[config.mk]
export PLATFORM = sky130hd
export DESIGN_NAME = watch_mode_ctrl
export DESIGN_NICKNAME = d
export VERILOG_FILES = /design/src/rtl/watch_mode_ctrl.sv
export SDC_FILE = /design/constraint.sdc
export NUM_CORES = 1
export LEC_CHECK = 0
export BUFFER_PORTS_ARGS = -buffer_cell sky130_fd_sc_hd__buf_4
export CAP_MARGIN = 30
export CORE_ASPECT_RATIO = 0.7
export CORE_UTILIZATION = 45
export DETAILED_ROUTE_END_ITERATION = 8
export HOLD_SLACK_MARGIN = 0.02
export PLACE_DENSITY = 0.66
export REMOVE_ABC_BUFFERS = 1
export SYNTH_ARGS = -nofsm -noshare
export SYNTH_HDL_FRONTEND = slang
export SYNTH_SLANG_ARGS = --single-unit
[constraint.sdc]
create_clock -name clk -period 2.36 [get_ports clk]
set_input_delay 0.472 -clock clk [delete_from_list [all_inputs] [get_ports clk]]
set_output_delay 0.472 -clock clk [all_outputs]
set_load 0.005 [all_outputs]
[src/rtl/watch_mode_ctrl.sv]
// Wristwatch mode controller: on-chip button conditioning, display state, stopwatch/alarm flags.
// Raw press to registered output is DEBOUNCE_CYCLES+3 cycles; no backpressure, events are never queued.
module watch_mode_ctrl #(
    parameter int DEBOUNCE_CYCLES = 4,
    parameter int REPEAT_DELAY    = 16,
    parameter int REPEAT_PERIOD   = 4,
    parameter int TIMEOUT_CYCLES  = 64,
    parameter bit ALARM_EN        = 1'b1
) (
    input  logic       clk,
    input  logic       reset,
    input  logic       btn_mode,
    input  logic       btn_time_set,
    input  logic       btn_increment,
    input  logic       btn_decrement,
    output logic [2:0] state,
    output logic       run_time,
    output logic       run_stopwatch,
    output logic       reset_stopwatch,
    output logic       inc_h,
    output logic       dec_h,
    output logic       inc_m,
    output logic       dec_m,
    output logic       al_inc_h,
    output logic       al_dec_h,
    output logic       al_inc_m,
    output logic       al_dec_m,
    output logic       alarm_armed
);

    typedef enum logic [2:0] {
        ST_TIME  = 3'd0,
        ST_SET_H = 3'd1,
        ST_SET_M = 3'd2,
        ST_SW    = 3'd3,
        ST_AL_H  = 3'd4,
        ST_AL_M  = 3'd5
    } state_t;

    localparam int DW   = (DEBOUNCE_CYCLES > 1) ? $clog2(DEBOUNCE_CYCLES) : 1;
    localparam int RMAX = (REPEAT_DELAY > REPEAT_PERIOD) ? REPEAT_DELAY : REPEAT_PERIOD;
    localparam int RW   = $clog2(RMAX + 1);
    localparam int TW   = (TIMEOUT_CYCLES > 1) ? $clog2(TIMEOUT_CYCLES) : 1;

    localparam logic [DW-1:0] DB_LAST = DW'(DEBOUNCE_CYCLES - 1);
    localparam logic [TW-1:0] TO_LAST = TW'(TIMEOUT_CYCLES - 1);
    localparam logic [RW-1:0] RP_DLY  = RW'(REPEAT_DELAY);
    localparam logic [RW-1:0] RP_PER  = RW'(REPEAT_PERIOD);
    localparam bit            REP_EN  = (REPEAT_DELAY != 0);
    localparam bit            TO_EN   = (TIMEOUT_CYCLES != 0);

    // Button index: 0 mode, 1 time_set, 2 increment, 3 decrement
    logic [3:0]    w_btn;
    logic [3:0]    r_sync1, r_sync2, r_deb, r_deb_d;
    logic [DW-1:0] r_db_cnt [4];
    logic [3:0]    w_press;

    logic [RW-1:0] r_rep_cnt [2];
    logic [1:0]    r_rep_late;
    logic [1:0]    w_rep_fire;

    logic [TW-1:0] r_to_cnt;
    logic          w_timeout;

    state_t        r_state, w_state_nxt;
    logic          w_set_st, w_chg;
    logic          w_raw_inc, w_raw_dec, w_any_ev;
    logic          w_ev_set, w_ev_mode, w_ev_inc, w_ev_dec;

    logic          r_run_time, r_run_sw, r_rst_sw, r_armed;
    logic [7:0]    r_pulse;
    logic          w_run_time_n, w_run_sw_n, w_rst_sw_n, w_armed_n;
    logic [7:0]    w_pulse_n;

    assign w_btn = {btn_decrement, btn_increment, btn_time_set, btn_mode};

    always_ff @(posedge clk or posedge reset) begin
        if (reset) begin
            r_sync1 <= '0;
            r_sync2 <= '0;
            r_deb   <= '0;
            r_deb_d <= '0;
            for (int i = 0; i < 4; i++) r_db_cnt[i] <= '0;
        end else begin
            r_sync1 <= w_btn;
            r_sync2 <= r_sync1;
            r_deb_d <= r_deb;
            for (int i = 0; i < 4; i++) begin
                if (r_sync2[i] == r_deb[i]) begin
                    r_db_cnt[i] <= '0;
                end else if (r_db_cnt[i] == DB_LAST) begin
                    r_deb[i]    <= r_sync2[i];
                    r_db_cnt[i] <= '0;
                end else begin
                    r_db_cnt[i] <= r_db_cnt[i] + 1'b1;
                end
            end
        end
    end

    assign w_press  = r_deb & ~r_deb_d;
    assign w_set_st = (r_state == ST_SET_H) || (r_state == ST_SET_M) ||
                      (r_state == ST_AL_H)  || (r_state == ST_AL_M);

    // Repeat count runs from 1 at the press; a zero count means disarmed
    always_comb begin
        w_rep_fire = '0;
        for (int j = 0; j < 2; j++) begin
            w_rep_fire[j] = REP_EN && w_set_st && r_deb[2+j] && (r_rep_cnt[j] != '0) &&
                            (r_rep_cnt[j] == (r_rep_late[j] ? RP_PER : RP_DLY));
        end
    end

    assign w_raw_inc = w_press[2] | w_rep_fire[0];
    assign w_raw_dec = w_press[3] | w_rep_fire[1];
    assign w_any_ev  = w_press[1] | w_press[0] | w_raw_inc | w_raw_dec;
    assign w_ev_set  = w_press[1];
    assign w_ev_mode = w_press[0] & ~w_press[1];
    assign w_ev_inc  = w_raw_inc & ~w_press[1] & ~w_press[0];
    assign w_ev_dec  = w_raw_dec & ~w_raw_inc & ~w_press[1] & ~w_press[0];
    assign w_timeout = TO_EN && w_set_st && !w_any_ev && (r_to_cnt == TO_LAST);
    assign w_chg     = (w_state_nxt != r_state);

    always_ff @(posedge clk or posedge reset) begin
        if (reset) begin
            r_rep_late <= '0;
            r_to_cnt   <= '0;
            for (int j = 0; j < 2; j++) r_rep_cnt[j] <= '0;
        end else begin
            for (int j = 0; j < 2; j++) begin
                if (!REP_EN || w_chg || !w_set_st || !r_deb[2+j]) begin
                    r_rep_cnt[j]  <= '0;
                    r_rep_late[j] <= 1'b0;
                end else if (w_press[2+j]) begin
                    r_rep_cnt[j]  <= RW'(1);
                    r_rep_late[j] <= 1'b0;
                end else if (w_rep_fire[j]) begin
                    r_rep_cnt[j]  <= RW'(1);
                    r_rep_late[j] <= 1'b1;
                end else if (r_rep_cnt[j] != '0) begin
                    r_rep_cnt[j]  <= r_rep_cnt[j] + 1'b1;
                end
            end
            if (!TO_EN || !w_set_st || w_chg || w_any_ev) r_to_cnt <= '0;
            else                                          r_to_cnt <= r_to_cnt + 1'b1;
        end
    end

    always_ff @(posedge clk or posedge reset) begin
        if (reset) begin
            r_state    <= ST_TIME;
            r_run_time <= 1'b1;
            r_run_sw   <= 1'b0;
            r_rst_sw   <= 1'b0;
            r_armed    <= 1'b0;
            r_pulse    <= '0;
        end else begin
            r_state    <= w_state_nxt;
            r_run_time <= w_run_time_n;
            r_run_sw   <= w_run_sw_n;
            r_rst_sw   <= w_rst_sw_n;
            r_armed    <= w_armed_n;
            r_pulse    <= w_pulse_n;
        end
    end

    always_comb begin
        w_state_nxt = r_state;
        case (r_state)
            ST_TIME: begin
                if (w_ev_set)                   w_state_nxt = ST_SET_H;
                else if (w_ev_mode)             w_state_nxt = ST_SW;
                else if (w_ev_dec && ALARM_EN)  w_state_nxt = ST_AL_H;
            end
            ST_SET_H: if (w_ev_set) w_state_nxt = ST_SET_M;
            ST_SET_M: if (w_ev_set) w_state_nxt = ST_TIME;
            ST_SW:    if (w_ev_mode) w_state_nxt = ST_TIME;
            ST_AL_H:  if (w_ev_set) w_state_nxt = ST_AL_M;
            ST_AL_M:  if (w_ev_set) w_state_nxt = ST_TIME;
            default:  w_state_nxt = ST_TIME;
        endcase
        if (w_timeout) w_state_nxt = ST_TIME;
    end

    // Pulse vector order: {al_dec_m, al_inc_m, al_dec_h, al_inc_h, dec_m, inc_m, dec_h, inc_h}
    always_comb begin
        w_pulse_n  = '0;
        w_rst_sw_n = 1'b0;
        w_run_sw_n = r_run_sw;
        w_armed_n  = r_armed;
        case (r_state)
            ST_TIME: if (w_ev_inc && ALARM_EN) w_armed_n = ~r_armed;
            ST_SET_H: begin
                w_pulse_n[0] = w_ev_inc;
                w_pulse_n[1] = w_ev_dec;
            end
            ST_SET_M: begin
                w_pulse_n[2] = w_ev_inc;
                w_pulse_n[3] = w_ev_dec;
            end
            ST_SW: begin
                if (w_ev_inc) w_run_sw_n = ~r_run_sw;
                if (w_ev_dec) begin
                    w_run_sw_n = 1'b0;
                    w_rst_sw_n = 1'b1;
                end
            end
            ST_AL_H: begin
                w_pulse_n[4] = w_ev_inc;
                w_pulse_n[5] = w_ev_dec;
            end
            ST_AL_M: begin
                w_pulse_n[6] = w_ev_inc;
                w_pulse_n[7] = w_ev_dec;
            end
            default: ;
        endcase
        w_run_time_n = !((w_state_nxt == ST_SET_H) || (w_state_nxt == ST_SET_M));
    end

    assign state           = r_state;
    assign run_time        = r_run_time;
    assign run_stopwatch   = r_run_sw;
    assign reset_stopwatch = r_rst_sw;
    assign alarm_armed     = r_armed;
    assign inc_h           = r_pulse[0];
    assign dec_h           = r_pulse[1];
    assign inc_m           = r_pulse[2];
    assign dec_m           = r_pulse[3];
    assign al_inc_h        = r_pulse[4];
    assign al_dec_h        = r_pulse[5];
    assign al_inc_m        = r_pulse[6];
    assign al_dec_m        = r_pulse[7];

endmodule

# == Yosys cells after proc, flatten, opt, wreduce, memory -nomap -nowiden ==
# Index checks and enable logic that the tools add are counted.
# totals
ff_bits,57
inputBits,6
output_inout_bits,15
wordCells,148
# classes
addsub,7
eq_ne,19
muxes,42
n_bitwise,22
reduce_logical,36
# op_table
op,n
$mux W5,10
$mux W2,12
$mux W3,8
$pmux W3 S5,1
$reduce_and A2 Y1,6
$add A5 B1 Y5 const B,2
$eq A5 B5 Y1,2
$mux W1,10
$reduce_bool A5 Y1,2
$eq A3 B2 Y1 const B,3
$not A1 Y1,9
$add A2 B1 Y2 const B,4
$eq A2 B2 Y1 const B,4
$logic_and A1 B1 Y1,8
$logic_or A1 B1 Y1,8
$reduce_bool A4 Y1,2
$add A6 B1 Y6 const B,1
$and A1 B1 Y1,6
$eq A3 B1 Y1 const B,2
$eq A3 B3 Y1 const B,2
$eq A6 B6 Y1 const B,1
$mux W6,1
$reduce_bool A3 Y1,2
$logic_not A1 Y1,5
other kinds (8),15

# == Logic depth before layout (Yosys ltp) ==
# Gate-level depths: netlist of run 1.
# logic_depth
ltp_word,21
mapped_depth,8
depth_no_buf,7

# == Least setup slack after synthesis of run 1 ==
# OpenSTA, ideal clock, no wires.
# synth_timing
kind,register to register
startpoint,reg r_rep_cnt[2] in the netlist's numbering
endpoint,reg r_to_cnt[3]
setup_ps,95
t_arrival_ps,2149
required_time_ps,2265
setup_slack_ps,116
path_stages_with_launch,7
path_buffers,1
period_less_slack_ps,2244
path_cell_list,dfrtp_1 > or3b_1 > a2111o_1 > a211oi_2 > a31oi_2 > buf_6 > nor4_4
# synth_via
elab_chain_len,16
word_cells_on_any_way,21
# synth_lines
item,line,text
start: declaration,58,logic [RW-1:0] r_rep_cnt [2];
start signal: indexed assignment,141,r_rep_cnt[j] <= r_rep_cnt[j] + 1'b1;
$reduce_bool A5 Y1,109,w_rep_fire[j] = REP_EN && w_set_st && r_deb[2+j] && (r_rep_cnt[j] != '0) &&
$logic_and A1 B1 Y1,109,
$logic_and A1 B1 Y1 (*),109,
$or A1 B1 Y1 (*),115,assign w_raw_dec = w_press[3] | w_rep_fire[1];
$and A1 B1 Y1 (3 in a row),120,assign w_ev_dec = w_raw_dec & ~w_raw_inc & ~w_press[1] & ~w_press[0];
$mux W3,173,else if (w_ev_dec && ALARM_EN) w_state_nxt = ST_AL_H;
$mux W3,172,else if (w_ev_mode) w_state_nxt = ST_SW;
$mux W3,171,if (w_ev_set) w_state_nxt = ST_SET_H;
$pmux W3 S5,169,case (r_state)
$mux W3,182,if (w_timeout) w_state_nxt = ST_TIME;
$ne A3 B3 Y1,122,assign w_chg = (w_state_nxt != r_state);
$logic_or A1 B1 Y1,144,if (!TO_EN || !w_set_st || w_chg || w_any_ev) r_to_cnt <= '0;
$logic_or A1 B1 Y1 (*),144,
$mux W6 (*),144,
end signal: assignment,145,else r_to_cnt <= r_to_cnt + 1'b1;
end: declaration,62,logic [TW-1:0] r_to_cnt;
# Mark *: on every way between the ends. The rest lies on a longest branch, timed or not.
# A chain may end at the register's enable or synchronous reset.

# == Final worst setup path of run 1 ==
# layout_timing
startpoint,reg r_rep_cnt[9] in the netlist's numbering
endpoint,reg r_rep_cnt[5] in the netlist's numbering
# layout_via
elab_chain_len,17
word_cells_on_any_way,26
# layout_lines
item,line,text
$reduce_bool A5 Y1,"109, 140",
$logic_and A1 B1 Y1 (2 in a row),109,
$or A1 B1 Y1,114,assign w_raw_inc = w_press[2] | w_rep_fire[0];
$not A1 Y1,120,
$and A1 B1 Y1 (3 in a row),120,
$mux W3,173,
$mux W3,172,
$mux W3,171,
$pmux W3 S5,169,
$mux W3,182,
$ne A3 B3 Y1,122,
$logic_or A1 B1 Y1 (2 in a row),131,if (!REP_EN || w_chg || !w_set_st || !r_deb[2+j]) begin
$reduce_bool A4 Y1 (no line) or $mux W5 (tied branches),n/a,
# Several ways; a longest one is shown, not always the timed one.

==> results of run 1 <==
==> cell families (layout without fill, tap and decap cells) <==
family / Yosys count / in the layout / synth area share
AND/OR/NAND/NOR: 91 / 91 / 0.212
flip-flops: 57 / 57 / 0.550
AO/OA/AOI/OAI: 29 / 29 / 0.0791
XOR/XNOR: 17 / 17 / 0.0574
buffers and inverters: 15 / 59 / 0.0246
adder cells (fa/ha/maj): 10 / 10 / 0.0473
multiplexers: 7 / 7 / 0.0289
==> worst min-delay path by stage <==
| stage | from | cells past startpoint | end |
|---|---|---|---|
| floorplan | r_sync1[0] | 0 | r_sync2[0] |
| global placement | r_sync1[2] | 0 | r_sync2[2] |
| detailed placement | r_sync1[3] | 0 | r_sync2[3] |
| CTS | btn_decrement | 1 | r_sync1[3] |
| global route | btn_decrement | 1 | r_sync1[3] |
| finish | reset | 2 | r_pulse[5] |
==> repair_timing <==
item                       4_1_cts  5_1_grt
setup buffers                    0        0
setup endpoints to repair        0       13
resized for setup                0       10
hold buffers                     0        0
==> synthesized netlist by cell type, types with 2 or more instances <==
master	n
o21ai_0	7
xnor2_1	12
a31oi_1	2
nand2_1	10
o211ai_1	2
clkbuf_1	6
nor4_1	6
mux2i_1	3
dfrtp_1	56
nand2b_1	3
a21oi_1	7
mux2_2	4
nand3b_1	6
xor2_1	5
ha_1	9
nor3_1	14
nor2b_1	8
nand3_1	10
nor4b_1	4
and3_1	2
inv_1	8
nor2_1	16
nor4_2	5
o31a_1	2
o21bai_1	2
==> flip-flops by register name, indices dropped and copies added (netlist names) <==
register,count
r_rep_cnt,10
r_db_cnt,8
r_pulse,8
r_to_cnt,6
r_deb,4
r_deb_d,4
r_sync1,4
r_sync2,4
state,3
r_rep_late,2
alarm_armed,1
reset_stopwatch,1
run_stopwatch,1
run_time,1
==> per-stage QoR <==
stage / worst slack [ns] / hold WS (ns) / cells / total power, W / instance area, µm²
finish: 0.0796 / 0.214 / 342 / 0.00385 / 3170
global route: 0.00754 / 0.211 / 342 / 0.00413 / 3170
CTS: 0.00950 / 0.218 / 342 / 0.00379 / 3100
detailed placement: 0.0332 / 0.335 / 326 / 0.00300 / 2940
global placement: 0.144 / 0.333 / 326 / 0.00298 / 2940
floorplan: -0.215 / 0.331 / 219 / 0.00237 / 2560
==> cell type report <==
class	count	area [µm²]
Sequential cell	57	1430
Clock buffer	12	145
Fill cell	453	2230
Timing Repair Buffer	35	292
Clock inverter	4	20.0
Multi-Input combinational cell	154	1160
Tap cell	72	90.1
Inverter	8	30.0
==> per-layer routing <==
layer  wire length (µm)  track usage
met1               2400        0.253
met2               2090        0.273
met3                202       0.0741
met4                 80       0.0692
met5                  0            0
==> power by group through the flow <==
| stage | Combinational [W] | Sequential, W | Clock (W) |
|---|---|---|---|
| 2_1_floorplan | 0.000968 | 0.00140 | 0 |
| 3_3_place_gp | 0.00159 | 0.00139 | 0 |
| 3_5_place_dp | 0.00161 | 0.00140 | 0 |
| 4_1_cts | 0.00161 | 0.00138 | 0.000795 |
| 5_1_grt | 0.00188 | 0.00141 | 0.000835 |
| 6_report | 0.00170 | 0.00138 | 0.000769 |
==> cell usage in the layout, fill, tap and decap left out, drive strengths merged, types with 3 or more instances in the layout <==
cell type	n
mux2	4
nand2b	3
nand3b	6
dfrtp	56
xor2	5
clkinv	4
ha	9
nor3	14
nor4b	4
clkbuf	12
xnor2	12
nand3	10
a31oi	3
a21oi	7
inv	8
nor2b	8
nand2	10
nor2	16
mux2i	3
nor4	12
o21ai	7
buf	35
==> critical path, delay by kind of cell (launching register included) <==
kind / cells / cell delay, ns
AO/OA/AOI/OAI: 3 / 0.83
AND/OR/NAND/NOR: 2 / 0.74
flip-flops: 1 / 0.39
buffers and inverters: 1 / 0.19
==> flow_summary.yaml, run 1 <==
status:
  outcome: "completed"
synth:
  yosys-top-cells-area: "dfrtp_1 54%, ha_1 4.3%, xnor2_1 4.1%"
  synth_flop_cell: "dfrtp_1"
  synth_edf_count: 0
  synth.cell_area_um2: 2590
  avgSynthCellArea_um2: 11.5
  synth_cell_types: 42
  ys_ff_latch: 57
  yosysTopAreaCell: "dfrtp_1"
  synthesis.instances: 226
  synthArstFlopShare: 1.00
  seq_area_frac_synth: 0.550
  synth_top_cell_area_share: 0.540
  yosysWarnings: 0
final_layout:
  drive_gt1_frac: 0.278
  nets: 280
  n_antenna_cell: 0
  post-route-util: 0.587
  area_growth_syn_to_layout_pct: 22.0
clocking:
  cts_root_buf: "clkbuf_8"
  cts.sinks: 57
  cts_made_buffers: 9
  clk_path_buf_depth: 2
  clk_pin_slew_ns: 0.06
  clk_latency_ns: 0.34
  htree_levels: 3
  cts_tree: "done"
worst_setup_path:
  reg2reg_depth: 6
  cp-endpoint: "r_rep_cnt[5]"
  rr_startpoint: "r_rep_cnt[9]"
  reg2reg_slack_ns: 0.08
  critical_path_peak_fanout: 12
  r2r_end: "r_rep_cnt[5]"
  cp-startpoint: "r_rep_cnt[9]"
  crit_type: "flip-flop to flip-flop"
  end_kind: "flip-flop"
  slowest_delay_ns: 0.51
  worstPathArrival_ns: 2.51
  startpoint_type: "flip-flop"
  required_ns: 2.59
  slowest_stage: "or3b_2"
  path_cells: "or3b_2, a2111oi_4, a211oi_2, a31oi_2, buf_12, and4bb_2"
placement:
  dp_hpwl_mm: 3.37
  io_buffers: 20
  gp_congestion: 0.815
die:
  core-area_um2: 5400
  chipHeight_um: 65.5
  initial_core_util: 0.481
  io_pins: 21
  die_area_um2: 6080
  die_w_um: 92.7
  fp-row-count: 22
timing:
  drv_slew: 0
  worstMarginPinSlew_ns: 0.644
  fin_tns_setup_ns: 0
  fmax_mhz: 439
  final-setup-viol-count: 0
  final_hold_viol_count: 0
  period_share: 0.966
  relSlewSlack: 0.566
  period_needed_ns: 2.28
  fin_worst_skew_ns: 0.00646
  rsz0062_at_grt: "true"
global_route:
  grt_antenna_before_repair: 0
  grtUsageTotal: 0.187
  grt.overflow.total: 0
  grt_first_pass_wirelength_mm: 8.59
  grt_pass1_vias: 1836
  grt_max_degree: 30
run:
  maxCapViolations: 0
drt:
  first_iter_violations: 73
  totalWireLength_mm: 4.77
  ant_nets: 0
  drc_errors: 0
  avgViaCountPerCell: 5.29
  dr.pass1.iters: 4
  wire_per_inst_um: 14.0
  vias: 1810
power_and_ir_drop:
  p_leak_nw: 1.38
  comb_power_share: 0.441
  pwr-share-seq: 0.359
  p_int_w: 0.00233
  pwr-share-clk: 0.200
  switching_share: 0.394
  peakVddDrop_v: 0.000614
  switchingPower_w: 0.00152
  p_per_area_nw_per_um2: 1220
min_path:
  hold_path_class: "input port to asynchronous set/reset pin"
Note: power is estimated with default switching activity, not from simulation.
==> run 2, diff against run 1 <==
- RECOVER_POWER: unset -> 25
==> run 2 against run 1 <==
  * Count of clock-buffer cells in the layout unchanged
  * First-iteration DRC count unchanged
  * Design area unchanged
  * Non-clock buffer count unchanged
  * Critical path type unchanged
  * Worst setup slack about the same
  * Critical path depth unchanged
  * Flip-flop and latch count unchanged
  * Largest power group unchanged
==> flow_summary.yaml, run 2 (synthesis results as in run 1) <==
worst_setup_path:
  reg2reg_depth: 6
  slowest_delay_ns: 0.51
  critical_path_peak_fanout: 12
  reg2reg_slack_ns: 0.08
  worstPathArrival_ns: 2.51
  cp_top_family: "compound AO/OA/AOI/OAI gates"
  startpoint_type: "flip-flop"
  path_depth: 6
  path_cells: "or3b_2, a2111oi_4, a211oi_2, a31oi_2, buf_12, and4bb_2"
  cp_num_buf_inv: 1
  crit_type: "flip-flop to flip-flop"
  rr_startpoint: "r_rep_cnt[9]"
  end_kind: "flip-flop"
  slowest_stage: "or3b_2"
  r2r_end: "r_rep_cnt[5]"
  required_ns: 2.59
run:
  maxCapViolations: 0
drt:
  dr.pass1.iters: 4
  ant_nets: 0
  drc_errors: 0
  vias: 1807
  wire_per_inst_um: 14.0
  avgViaCountPerCell: 5.28
  first_iter_violations: 73
  totalWireLength_mm: 4.77
placement:
  io_buffers: 20
  place_ws_ns: 0.0332
  dp_hpwl_mm: 3.37
  gp_congestion: 0.815
  postPlaceCellArea_um2: 2940
clocking:
  cts_tree: "done"
  postCtsSetupBuffers: 0
  holdBufCountCts: 0
  cts.sinks: 57
  cts_made_buffers: 9
  clk_latency_ns: 0.34
  clk_path_buf_depth: 2
  cts_root_buf: "clkbuf_8"
  htree_levels: 3
  clk_pin_slew_ns: 0.06
timing:
  final-setup-viol-count: 0
  period_needed_ns: 2.28
  period_share: 0.966
  rsz0062_at_grt: "true"
  worstMarginPinSlew_ns: 1.11
  layout_setup_ws_ns: 0.0794
  drv_slew: 0
  relSlewSlack: 0.256
  fin_worst_skew_ns: 0.00648
  fmax_mhz: 438
  final_hold_viol_count: 0
power_and_ir_drop:
  pwr-share-seq: 0.359
  peakVddDrop_v: 0.000615
  p_int_w: 0.00233
  p_per_area_nw_per_um2: 1220
  switching_share: 0.394
  comb_power_share: 0.441
  switchingPower_w: 0.00152
  p_leak_nw: 1.38
  pwr-share-clk: 0.200
final_layout:
  fill_cells: 453
  design_area_um2: 3170
  nets: 280
  n_antenna_cell: 0
  largest_reg_flops: 10
  layout_common_cells: "56 x dfrtp_1, 27 x buf_4, 16 x nor2_1, 14 x nor3_1, 12 x xnor2_1"
  area_growth_syn_to_layout_pct: 22.0
  top_register: "r_rep_cnt"
  drive_gt1_frac: 0.274
  top_regs: "r_rep_cnt (10), r_db_cnt (8), r_pulse (8)"
  post-route-util: 0.587
  final_common_cell: "dfrtp_1"
global_route:
  grtUsageTotal: 0.187
  grt_pass1_vias: 1836
  grt.overflow.total: 0
  use_met1: 0.253
  grtUsageMet3: 0.0741
  grt_first_pass_wirelength_mm: 8.59
  busiest_layer: "met2"
  grt_max_degree: 30
  grt_antenna_before_repair: 0
  gr-usage-met2: 0.273
die:
  die_w_um: 92.7
  io_pins: 21
  core-area_um2: 5400
  fp-row-count: 22
  initial_core_util: 0.481
  chipHeight_um: 65.5
  die_area_um2: 6080
min_path:
  hold_depth: 1
  hold_end: "r_sync1[3]"
  hold_path_class: "input port to flip-flop"
  worstHoldStart: "btn_decrement"
status:
  outcome: "completed"
## run 2: changes by cell type in the layout (fill, tap and decap cells not counted), sizes merged
cell,before,now
buf,35,30
clkbuf,12,17
## run 2: per-stage QoR
| step | setup TNS [ns] | std cells | hold slack, ns | total power [W] |
|---|---|---|---|---|
| CTS | 0 | 342 | 0.218 | 0.00379 |
| finish | 0 | 342 | 0.256 | 0.00385 |
| floorplan | -1.36 | 219 | 0.331 | 0.00237 |
| detailed placement | 0 | 326 | 0.335 | 0.00300 |
| global placement | 0 | 326 | 0.333 | 0.00298 |
| global route | 0 | 342 | 0.233 | 0.00413 |
## run 2: layer usage
metal / vias up / share of wire
li1: 888 / -
met1: 871 / 0.50
met2: 37 / 0.44
met3: 11 / 0.043
met4: 0 / 0.017
met5: - / 0
## run 2: worst register-to-register path, stage by stage, from the launching register on
cell,delay [ns]
dfrtp_1,0.39
or3b_2,0.51
a2111oi_4,0.41
a211oi_2,0.10
a31oi_2,0.32
buf_12,0.19
and4bb_2,0.23
## run 2: repair_timing
item	CTS	global route
resized for setup	0	10
endpoints found under the hold margin	0	0
setup endpoints to repair	0	13
## run 2: worst max-delay path by stage
| stage | to | slack [ns] | from |
|---|---|---|---|
| floorplan | r_rep_cnt[5] | -0.21 | r_deb[1] |
| global placement | r_rep_cnt[7] | 0.14 | r_rep_cnt[2] |
| detailed placement | r_rep_cnt[7] | 0.03 | r_rep_late[1] |
| CTS | r_rep_cnt[7] | 0.01 | r_rep_late[1] |
| global route | r_rep_cnt[5] | 0.008 | r_rep_cnt[9] |
| finish | r_rep_cnt[5] | 0.08 | r_rep_cnt[9] |
## run 2: cell type report
cell class                 count  area (µm²)  area share
sequential                    57        1430       0.451
inverter                       8        30.0     0.00949
clock inverter                 4        20.0     0.00632
tap                           72        90.1      0.0285
timing repair buffer          35         292      0.0921
clock buffer                  12         145      0.0458
multi-input combinational    154        1160       0.367
## run 2: power groups by stage
stage	clock [W]	sequential [W]	combinational [W]
after floorplan	0	0.00140	0.000968
after global placement	0	0.00139	0.00159
after detailed placement	0	0.00140	0.00161
after CTS	0.000795	0.00138	0.00161
after global routing	0.000835	0.00141	0.00188
final	0.000769	0.00138	0.00170
